$ cat src/rtl/mem_access_ctrl_if.sv
// Data-memory bus between mem_access_ctrl and the data memory port.
//   mem_address     word-aligned request address
//   mem_read        read strobe
//   mem_write       write strobe
//   mem_byteenable  lane enables, bit3 = bits[31:24] (big-endian lane 0)
//   mem_writedata   lane-replicated store data
//   mem_readdata    read data, valid when mem_waitrequest is low
//   mem_waitrequest stall; the master holds its request while high
// master: the access controller; slave: the memory.
interface mem_access_ctrl_if;
  logic [31:0] mem_address;
  logic        mem_read;
  logic        mem_write;
  logic [3:0]  mem_byteenable;
  logic [31:0] mem_writedata;
  logic [31:0] mem_readdata;
  logic        mem_waitrequest;

  modport master (
    output mem_address, mem_read, mem_write, mem_byteenable, mem_writedata,
    input  mem_readdata, mem_waitrequest
  );

  modport slave (
    input  mem_address, mem_read, mem_write, mem_byteenable, mem_writedata,
    output mem_readdata, mem_waitrequest
  );
endinterface

$ cat src/rtl/mem_access_ctrl.sv
// mem_access_ctrl: sequences every data-memory access of the multicycle core.
// A start pulse in IDLE latches the effective address, op, store data and
// the old rt value; the controller then issues one word-aligned request with
// byte enables, holds it through wait states and returns the extended (or
// merged) load result.
//
// Ports:
//   clk, rst_n        clock, synchronous active-low reset
//   start             one-cycle request, accepted only in IDLE
//   op                0 LB,1 LBU,2 LH,3 LHU,4 LW,5 LWL,6 LWR,8 SB,9 SH,A SW
//   addr              effective address, sampled with start
//   store_data        rt value for stores, sampled with start
//   rt_old            rt value for LWL/LWR merge, sampled with start
//   bus               data-memory bus (mem_access_ctrl_if.master)
//   busy              high while the request is on the bus
//   done              one-cycle completion pulse
//   addr_err          valid with done: misaligned address or illegal op
//   load_result       valid from done, held until the next load completes
//
// Configuration macro: UNALIGNED_LWLR_EN enables LWL/LWR. Without it ops 5
// and 6 are illegal and rt_old is ignored.
//
// Lanes are big-endian: addr[1:0]=0 is bits[31:24], 3 is bits[7:0].

`ifdef UNALIGNED_LWLR_EN
// One byte lane of the LWL/LWR merge: keep the old rt byte or take the
// shifted memory byte.
module mem_access_lane (
  input  logic [7:0] sh_b,
  input  logic [7:0] rt_b,
  input  logic       keep,
  output logic [7:0] res_b
);
  assign res_b = keep ? rt_b : sh_b;
endmodule
`endif

module mem_access_ctrl (
  input  logic                clk,
  input  logic                rst_n,
  input  logic                start,
  input  logic [3:0]          op,
  input  logic [31:0]         addr,
  input  logic [31:0]         store_data,
  input  logic [31:0]         rt_old,
  mem_access_ctrl_if.master   bus,
  output logic                busy,
  output logic                done,
  output logic                addr_err,
  output logic [31:0]         load_result
);

  localparam int NUM_LANES = 4;

  localparam logic [3:0] OP_LB  = 4'h0;
  localparam logic [3:0] OP_LBU = 4'h1;
  localparam logic [3:0] OP_LH  = 4'h2;
  localparam logic [3:0] OP_LHU = 4'h3;
  localparam logic [3:0] OP_LW  = 4'h4;
  localparam logic [3:0] OP_LWL = 4'h5;
  localparam logic [3:0] OP_LWR = 4'h6;
  localparam logic [3:0] OP_SB  = 4'h8;
  localparam logic [3:0] OP_SH  = 4'h9;
  localparam logic [3:0] OP_SW  = 4'hA;

  typedef enum logic [1:0] {IDLE, ACCESS, DONE, ERR} state_t;

  typedef struct packed {
    logic [31:0] addr;
    logic [3:0]  op;
    logic [31:0] sd;
`ifdef UNALIGNED_LWLR_EN
    logic [31:0] rt;
`endif
  } req_t;

  state_t      state, nxt;
  req_t        req_q;
  logic        req_bad;
  logic [1:0]  lsb;
  logic        is_st;
  logic [31:0] rd;
  logic [7:0]  byte_b;
  logic [15:0] half_h;
  logic [31:0] ld_val;
  logic [3:0]  be;
  logic [31:0] wd;

  assign lsb   = req_q.addr[1:0];
  assign is_st = req_q.op[3];
  assign rd    = bus.mem_readdata;

  // Illegal op or misalignment is decided on the live inputs so a bad
  // request goes straight to ERR without touching the bus.
  always_comb begin
    req_bad = 1'b0;
    case (op)
      OP_LB, OP_LBU, OP_SB: req_bad = 1'b0;
      OP_LH, OP_LHU, OP_SH: req_bad = addr[0];
      OP_LW, OP_SW:         req_bad = |addr[1:0];
`ifdef UNALIGNED_LWLR_EN
      OP_LWL, OP_LWR:       req_bad = 1'b0;
`endif
      default:              req_bad = 1'b1;
    endcase
  end

  // ---------------- FSM: state register ----------------
  always_ff @(posedge clk) begin
    if (!rst_n) state <= IDLE;
    else        state <= nxt;
  end

  // ---------------- FSM: next state ----------------
  always_comb begin
    nxt = state;
    case (state)
      IDLE:    if (start) nxt = req_bad ? ERR : ACCESS;
      ACCESS:  if (!bus.mem_waitrequest) nxt = DONE;
      DONE:    nxt = IDLE;
      ERR:     nxt = IDLE;
      default: nxt = IDLE;
    endcase
  end

  // ---------------- FSM: outputs ----------------
  // Bus outputs come only from latched request state, so they stay
  // stable for the whole ACCESS phase and read zero elsewhere.
  always_comb begin
    bus.mem_address    = 32'h0;
    bus.mem_read       = 1'b0;
    bus.mem_write      = 1'b0;
    bus.mem_byteenable = 4'h0;
    bus.mem_writedata  = 32'h0;
    busy               = 1'b0;
    done               = 1'b0;
    addr_err           = 1'b0;
    case (state)
      ACCESS: begin
        bus.mem_address    = {req_q.addr[31:2], 2'b00};
        bus.mem_read       = ~is_st;
        bus.mem_write      = is_st;
        bus.mem_byteenable = be;
        bus.mem_writedata  = wd;
        busy               = 1'b1;
      end
      DONE: done = 1'b1;
      ERR: begin
        done     = 1'b1;
        addr_err = 1'b1;
      end
      default: ;
    endcase
  end

  // Byte enables and store-data lane replication.
  always_comb begin
    be = 4'h0;
    wd = 32'h0;
    case (req_q.op)
      OP_LB, OP_LBU: be = 4'b1000 >> lsb;
      OP_SB: begin
        be = 4'b1000 >> lsb;
        wd = {4{req_q.sd[7:0]}};
      end
      OP_LH, OP_LHU: be = lsb[1] ? 4'b0011 : 4'b1100;
      OP_SH: begin
        be = lsb[1] ? 4'b0011 : 4'b1100;
        wd = {2{req_q.sd[15:0]}};
      end
      OP_LW: be = 4'b1111;
      OP_SW: begin
        be = 4'b1111;
        wd = req_q.sd;
      end
      OP_LWL: be = 4'b1111 >> lsb;
      OP_LWR: be = ~(4'b0111 >> lsb);
      default: ;
    endcase
  end

  always_comb begin
    byte_b = rd[31:24];
    case (lsb)
      2'd0: byte_b = rd[31:24];
      2'd1: byte_b = rd[23:16];
      2'd2: byte_b = rd[15:8];
      2'd3: byte_b = rd[7:0];
      default: ;
    endcase
  end

  assign half_h = lsb[1] ? rd[15:0] : rd[31:16];

`ifdef UNALIGNED_LWLR_EN
  // LWL k: memory word shifted up by k bytes, rt keeps its low k bytes.
  // LWR k: memory word shifted down by 3-k bytes, rt keeps lanes above k.
  logic [NUM_LANES-1:0][7:0] sh_lanes, rt_lanes, mg_lanes;
  logic [NUM_LANES-1:0]      keep;
  logic                      is_lwl;

  assign is_lwl   = (req_q.op == OP_LWL);
  assign sh_lanes = is_lwl ? (rd << {lsb, 3'b000}) : (rd >> {~lsb, 3'b000});
  assign rt_lanes = req_q.rt;
  assign keep     = is_lwl ? ~(4'b1111 << lsb) : (4'b1110 << lsb);

  for (genvar g = 0; g < NUM_LANES; g++) begin : g_lane
    mem_access_lane u_lane (
      .sh_b  (sh_lanes[g]),
      .rt_b  (rt_lanes[g]),
      .keep  (keep[g]),
      .res_b (mg_lanes[g])
    );
  end
`else
  logic unused_rt;
  assign unused_rt = ^rt_old;
`endif

  always_comb begin
    ld_val = load_result;
    case (req_q.op)
      OP_LB:  ld_val = {{24{byte_b[7]}}, byte_b};
      OP_LBU: ld_val = {24'h0, byte_b};
      OP_LH:  ld_val = {{16{half_h[15]}}, half_h};
      OP_LHU: ld_val = {16'h0, half_h};
      OP_LW:  ld_val = rd;
`ifdef UNALIGNED_LWLR_EN
      OP_LWL, OP_LWR: ld_val = mg_lanes;
`endif
      default: ;
    endcase
  end

  // Request latch and load-result capture.
  always_ff @(posedge clk) begin
    if (!rst_n) begin
      req_q       <= '0;
      load_result <= 32'h0;
    end else begin
      if (state == IDLE && start) begin
        req_q.addr <= addr;
        req_q.op   <= op;
        req_q.sd   <= store_data;
`ifdef UNALIGNED_LWLR_EN
        req_q.rt   <= rt_old;
`endif
      end
      if (state == ACCESS && !bus.mem_waitrequest && !is_st)
        load_result <= ld_val;
    end
  end

endmodule

$ cat src/flat_wrapper.sv
// flat-port wrapper written by rule: the top's interface ports become plain ports
module mem_access_ctrl_flat 
  (clk, rst_n, start, op, addr, store_data, rt_old, busy, done, addr_err, load_result, bus_mem_address, bus_mem_read, bus_mem_write, bus_mem_byteenable, bus_mem_writedata, bus_mem_readdata, bus_mem_waitrequest);
  mem_access_ctrl_if bus_i ();
  input  logic clk;
  input  logic rst_n;
  input  logic start;
  input  logic [3:0] op;
  input  logic [31:0] addr;
  input  logic [31:0] store_data;
  input  logic [31:0] rt_old;
  output logic busy;
  output logic done;
  output logic addr_err;
  output logic [31:0] load_result;
  output wire logic [$bits(bus_i.mem_address)-1:0] bus_mem_address;
  output wire logic [$bits(bus_i.mem_read)-1:0] bus_mem_read;
  output wire logic [$bits(bus_i.mem_write)-1:0] bus_mem_write;
  output wire logic [$bits(bus_i.mem_byteenable)-1:0] bus_mem_byteenable;
  output wire logic [$bits(bus_i.mem_writedata)-1:0] bus_mem_writedata;
  input wire logic [$bits(bus_i.mem_readdata)-1:0] bus_mem_readdata;
  input wire logic [$bits(bus_i.mem_waitrequest)-1:0] bus_mem_waitrequest;
  assign bus_mem_address = bus_i.mem_address;
  assign bus_mem_read = bus_i.mem_read;
  assign bus_mem_write = bus_i.mem_write;
  assign bus_mem_byteenable = bus_i.mem_byteenable;
  assign bus_mem_writedata = bus_i.mem_writedata;
  assign bus_i.mem_readdata = bus_mem_readdata;
  assign bus_i.mem_waitrequest = bus_mem_waitrequest;
  mem_access_ctrl u_core (.clk(clk), .rst_n(rst_n), .start(start), .op(op), .addr(addr), .store_data(store_data), .rt_old(rt_old), .bus(bus_i), .busy(busy), .done(done), .addr_err(addr_err), .load_result(load_result));
endmodule
$ cat config.mk
export PLATFORM = sky130hd
export DESIGN_NAME = mem_access_ctrl_flat
export DESIGN_NICKNAME = d
export VERILOG_FILES = /design/src/rtl/mem_access_ctrl_if.sv /design/src/rtl/mem_access_ctrl.sv /design/src/flat_wrapper.sv
export SDC_FILE = /design/constraint.sdc
export NUM_CORES = 1
export LEC_CHECK = 0
export CAP_MARGIN = 40
export CELL_PAD_IN_SITES_DETAIL_PLACEMENT = 0
export CELL_PAD_IN_SITES_GLOBAL_PLACEMENT = 1
export CORE_ASPECT_RATIO = 1.4
export CORE_MARGIN = 2
export CORE_UTILIZATION = 44
export CTS_CLUSTER_DIAMETER = 100
export CTS_CLUSTER_SIZE = 8
export DETAILED_ROUTE_END_ITERATION = 10
export DONT_BUFFER_PORTS = 1
export PLACE_DENSITY = 0.84
export SLEW_MARGIN = 25
export SYNTH_ARGS = -nofsm -noshare
export SYNTH_HDL_FRONTEND = slang
export SYNTH_HIERARCHICAL = 1
export SYNTH_SLANG_ARGS = --single-unit
$ cat constraint.sdc
create_clock -name clk -period 2 [get_ports clk]
set_input_delay 0.4 -clock clk [delete_from_list [all_inputs] [get_ports clk]]
set_output_delay 0.4 -clock clk [all_outputs]
set_load 0.05 [all_outputs]
==> impl_metrics.csv <==
group,metric,value,unit
outcome,status,"finished with violations",
outcome,violations,"negative setup slack",
floorplanning,start_util,44.7,%
cts,root_buffer,"clkbuf_16",
layout,diodes,0,
cts,cts.reportedPaths.clkPinSlew,70,ps
worst_hold_path,hold_path_startpoint,"bus_mem_waitrequest",
logic_synthesis,syn_inst,660,
cts,clock-sinks,102,
worst_hold_path,min_path_cells,2,
cts,ctsLongestPathBuffers,2,
floorplanning,rows,47,
cts,cts_tree,"built",
global_routing,grt_max_degree,103,
critical_path,worstPathArrival,1710,ps
sta,final.setup_skew,8.15,ps
pwr,switchingPower,1.70,mW
critical_path,path_max_fanout,8,
critical_path,path_class,"reg2out",
logic_synthesis,async_flop_share,0,%
critical_path,r2r-start,"u_core/req_q[33]",
layout,fin_cells,868,
critical_path,required,1600,ps
sta,relSlewSlack,64.5,%
logic_synthesis,synth-seq-cells,102,
route,drc,0,
global_routing,grt_pass1_wl,25.4,mm
placed_design,dpl.cell_count,836,
logic_synthesis,yosysMostFrequentCell,"nand2_1",
layout,nets,852,
logic_synthesis,dominantRegCellSynth,"dfxtp_1",
floorplanning,die_x,96.1,µm
logic_synthesis,synth_edf_count,0,
worst_hold_path,hold_class,"in2reg",
sta,setup_tns,-1680,ps
route,vias,5021,
global_routing,grtUsageTotal,25.7,%
logic_synthesis,yosysSeqAreaShare,39.0,%
floorplanning,num_io_pins,241,
cts,numCtsBuffers,9,
critical_path,end_kind,"primary output",
placed_design,io_buffer_count,0,
pwr,comb_power_share,21.6,%
pwr,fin_total_pwr,5.30,mW
logic_synthesis,yosysTopAreaCell,"dfxtp_1",
floorplanning,die_y,133,µm
floorplanning,coreArea,0.0117,mm²
pwr,switching_share,32.0,%
logic_synthesis,yosys_warnings,6,
logic_synthesis,yosys-top-cells-count,"154 x nand2_1, 102 x dfxtp_1, 62 x a21boi_0",
critical_path,r2r_end,"u_core/load_result[1]",
critical_path,crit_chain,"nor2b_2 -> or2_4 -> a22oi_2 -> nor2_4 -> buf_12",
route,dr.pass1.iters,6,
critical_path,crit_slowest_cell,"dfxtp_4",
placed_design,place_hpwl,11.3,mm
sta,layout_setup_ws,-107,ps
logic_synthesis,syn_avg_cell_area,7.92,µm²
route,avgRoutedWirePerCell,20.0,µm
logic_synthesis,synthesis.area,0.00523,mm²
sta,period_needed,2110,ps
sta,slew_viol_final,0,
pwr,vdd.ir_drop.worst,500,µV
global_routing,grt_pass1_vias,5035,
route,viasPerCell,5.78,
route,drt-total-wl,17.3,mm
global_routing,antenna_found_initial,0,
pwr,p_int,3.60,mW
layout,area_growth,47.1,%
sta,finalCritPeriodShare,105,%
layout,drive_above_1_share,33.3,%
sta,rsz0062_at_grt,"true",
sta,max_freq,475,MHz
critical_path,r2r_cells,6,
critical_path,cpPeakStageDelay,380,ps
logic_synthesis,yosys-top-cells-area,"dfxtp_1 39%, nand2_1 11%, a21boi_0 8.9%, and2_1 4.9%, a21oi_1 4.7%",
pwr,clockPowerShare,32.7,%
critical_path,r2r_setup_slack,30,ps
floorplanning,dieArea,0.0128,mm²
route,ant_nets,0,
sta,setup_viol,36,
cts,htreeDepth,3,
cts,clk_latency,340,ps
global_routing,grt-ovfl-total,0,
sta,hold_viol_final,0,
critical_path,crit_path_start_kind,"flip-flop",
logic_synthesis,synthDistinctLibCells,46,
pwr,pwr_density_cell,688,mW/mm²
cts,ctsHoldBuffers,0,
worst_hold_path,worstHoldEndpoint,"u_core/state[0]",
placed_design,dp_slack,36.8,ps
route,dr.first_iter.drc_count,252,
flow_run,max-cap-violations,0,
placed_design,gp_congestion,0.861,
layout,fillers,914,
pwr,power_frac_seq,45.7,%
pwr,p_leak,2.74,nW
sta,tightest_slew,531,ps
logic_synthesis,synth.top_cell.area_share,39.0,%
==> placed cells by master, fill, tap and decap left out, types with 7 or more instances in the layout <==
cell type	synthesis	final
nor2_1	36	10
nor2_4	0	26
buf_4	6	27
mux4_2	8	8
a21boi_0	62	62
clkbuf_16	0	11
buf_12	0	69
a222oi_1	7	7
a22oi_2	0	8
and2_4	0	12
a2bb2oi_2	0	8
nor2b_2	0	7
a21oi_1	49	36
a22oi_1	15	7
and2_1	41	29
o21ai_0	37	34
a21oi_2	11	22
a21boi_1	7	7
dfxtp_1	102	96
nand2_1	154	154
==> what timing repair did <==
item | in CTS | in global routing
endpoints found under the setup margin | 67 | 41
gates resized for setup | 70 | 20
cloned | 4 | 2
pin swaps | 33 | 12
buffers inserted | 9 | 1
==> cell type report <==
class | count | area, µm² | share of cell area [%]
well taps | 147 | 184 | 2.39
flip-flops and latches | 102 | 2060 | 26.7
clock buffers | 11 | 253 | 3.29
repair buffers | 107 | 1800 | 23.4
inverters | 1 | 6.26 | 0.0813
multi-input cells | 495 | 3350 | 43.6
clock inverters | 5 | 41.3 | 0.537
==> registers in the layout, summed over array words and instances (netlist names) <==
name	count
u_core/load_result	32
u_core/lsb	2
u_core/is_st	1
u_core/state	2
u_core/req_q	65
==> logic make-up after synthesis <==
kind of cell           count (synthesis)  synth area share [%]
buffers and inverters                 64                  5.79
muxes                                 11                  4.02
other                                  1                0.0717
and+or+nand+nor                      269                  23.7
DFF                                  102                  39.0
AOI/OAI and AO/OA                    213                  27.4
==> layer usage <==
metal / GRT usage (%) / part of all wire [%] / vias to the layer above
li1: - / - / 2366
met1: 26.3 / 34 / 2360
met2: 46.8 / 54 / 256
met3: 6.66 / 8.5 / 39
met4: 12.5 / 3.6 / 0
met5: 0 / 0 / -
==> worst max path at each step <==
| stage | endpoint | cells past startpoint | slack [ps] | from |
|---|---|---|---|---|
| after global routing | bus_mem_byteenable[2] | 6 | -210 | u_core/req_q[34] |
| after detailed placement | bus_mem_byteenable[0] | 5 | 40 | u_core/req_q[33] |
| after floorplan | bus_mem_writedata[10] | 7 | -110 | u_core/req_q[32] |
| after CTS | bus_mem_byteenable[1] | 6 | -120 | u_core/req_q[33] |
| final | bus_mem_writedata[8] | 5 | -110 | u_core/req_q[33] |
| after global placement | bus_mem_byteenable[0] | 5 | 90 | u_core/req_q[33] |
==> power by group through the flow <==
| stage | sequential [mW] | combinational [mW] | clock (mW) |
|---|---|---|---|
| 6_report | 2.42 | 1.14 | 1.73 |
| 5_1_grt | 2.44 | 1.22 | 1.84 |
| 4_1_cts | 2.41 | 1.09 | 1.78 |
| 3_5_place_dp | 2.45 | 0.982 | 0 |
| 3_3_place_gp | 2.44 | 0.950 | 0 |
| 2_1_floorplan | 2.41 | 0.731 | 0 |
==> per-stage QoR <==
| stage | hold WS (ps) | utilization (%) | area (µm²) |
|---|---|---|---|
| final | 190 | 65.7 | 7690 |
| after global placement | 444 | 58.5 | 6840 |
| after global routing | 187 | 65.7 | 7690 |
| after detailed placement | 451 | 58.5 | 6840 |
| after CTS | 172 | 64.6 | 7560 |
| after floorplan | 435 | - | 5440 |
==> critical path: cells and delay by family, from the launching register on <==
family,cells,cell delay [ps]
AND/OR/NAND/NOR,3,570
buffers and inverters,1,150
AO/OA/AOI/OAI,1,270
flip-flops,1,380
(Power assumes the default switching activity.)
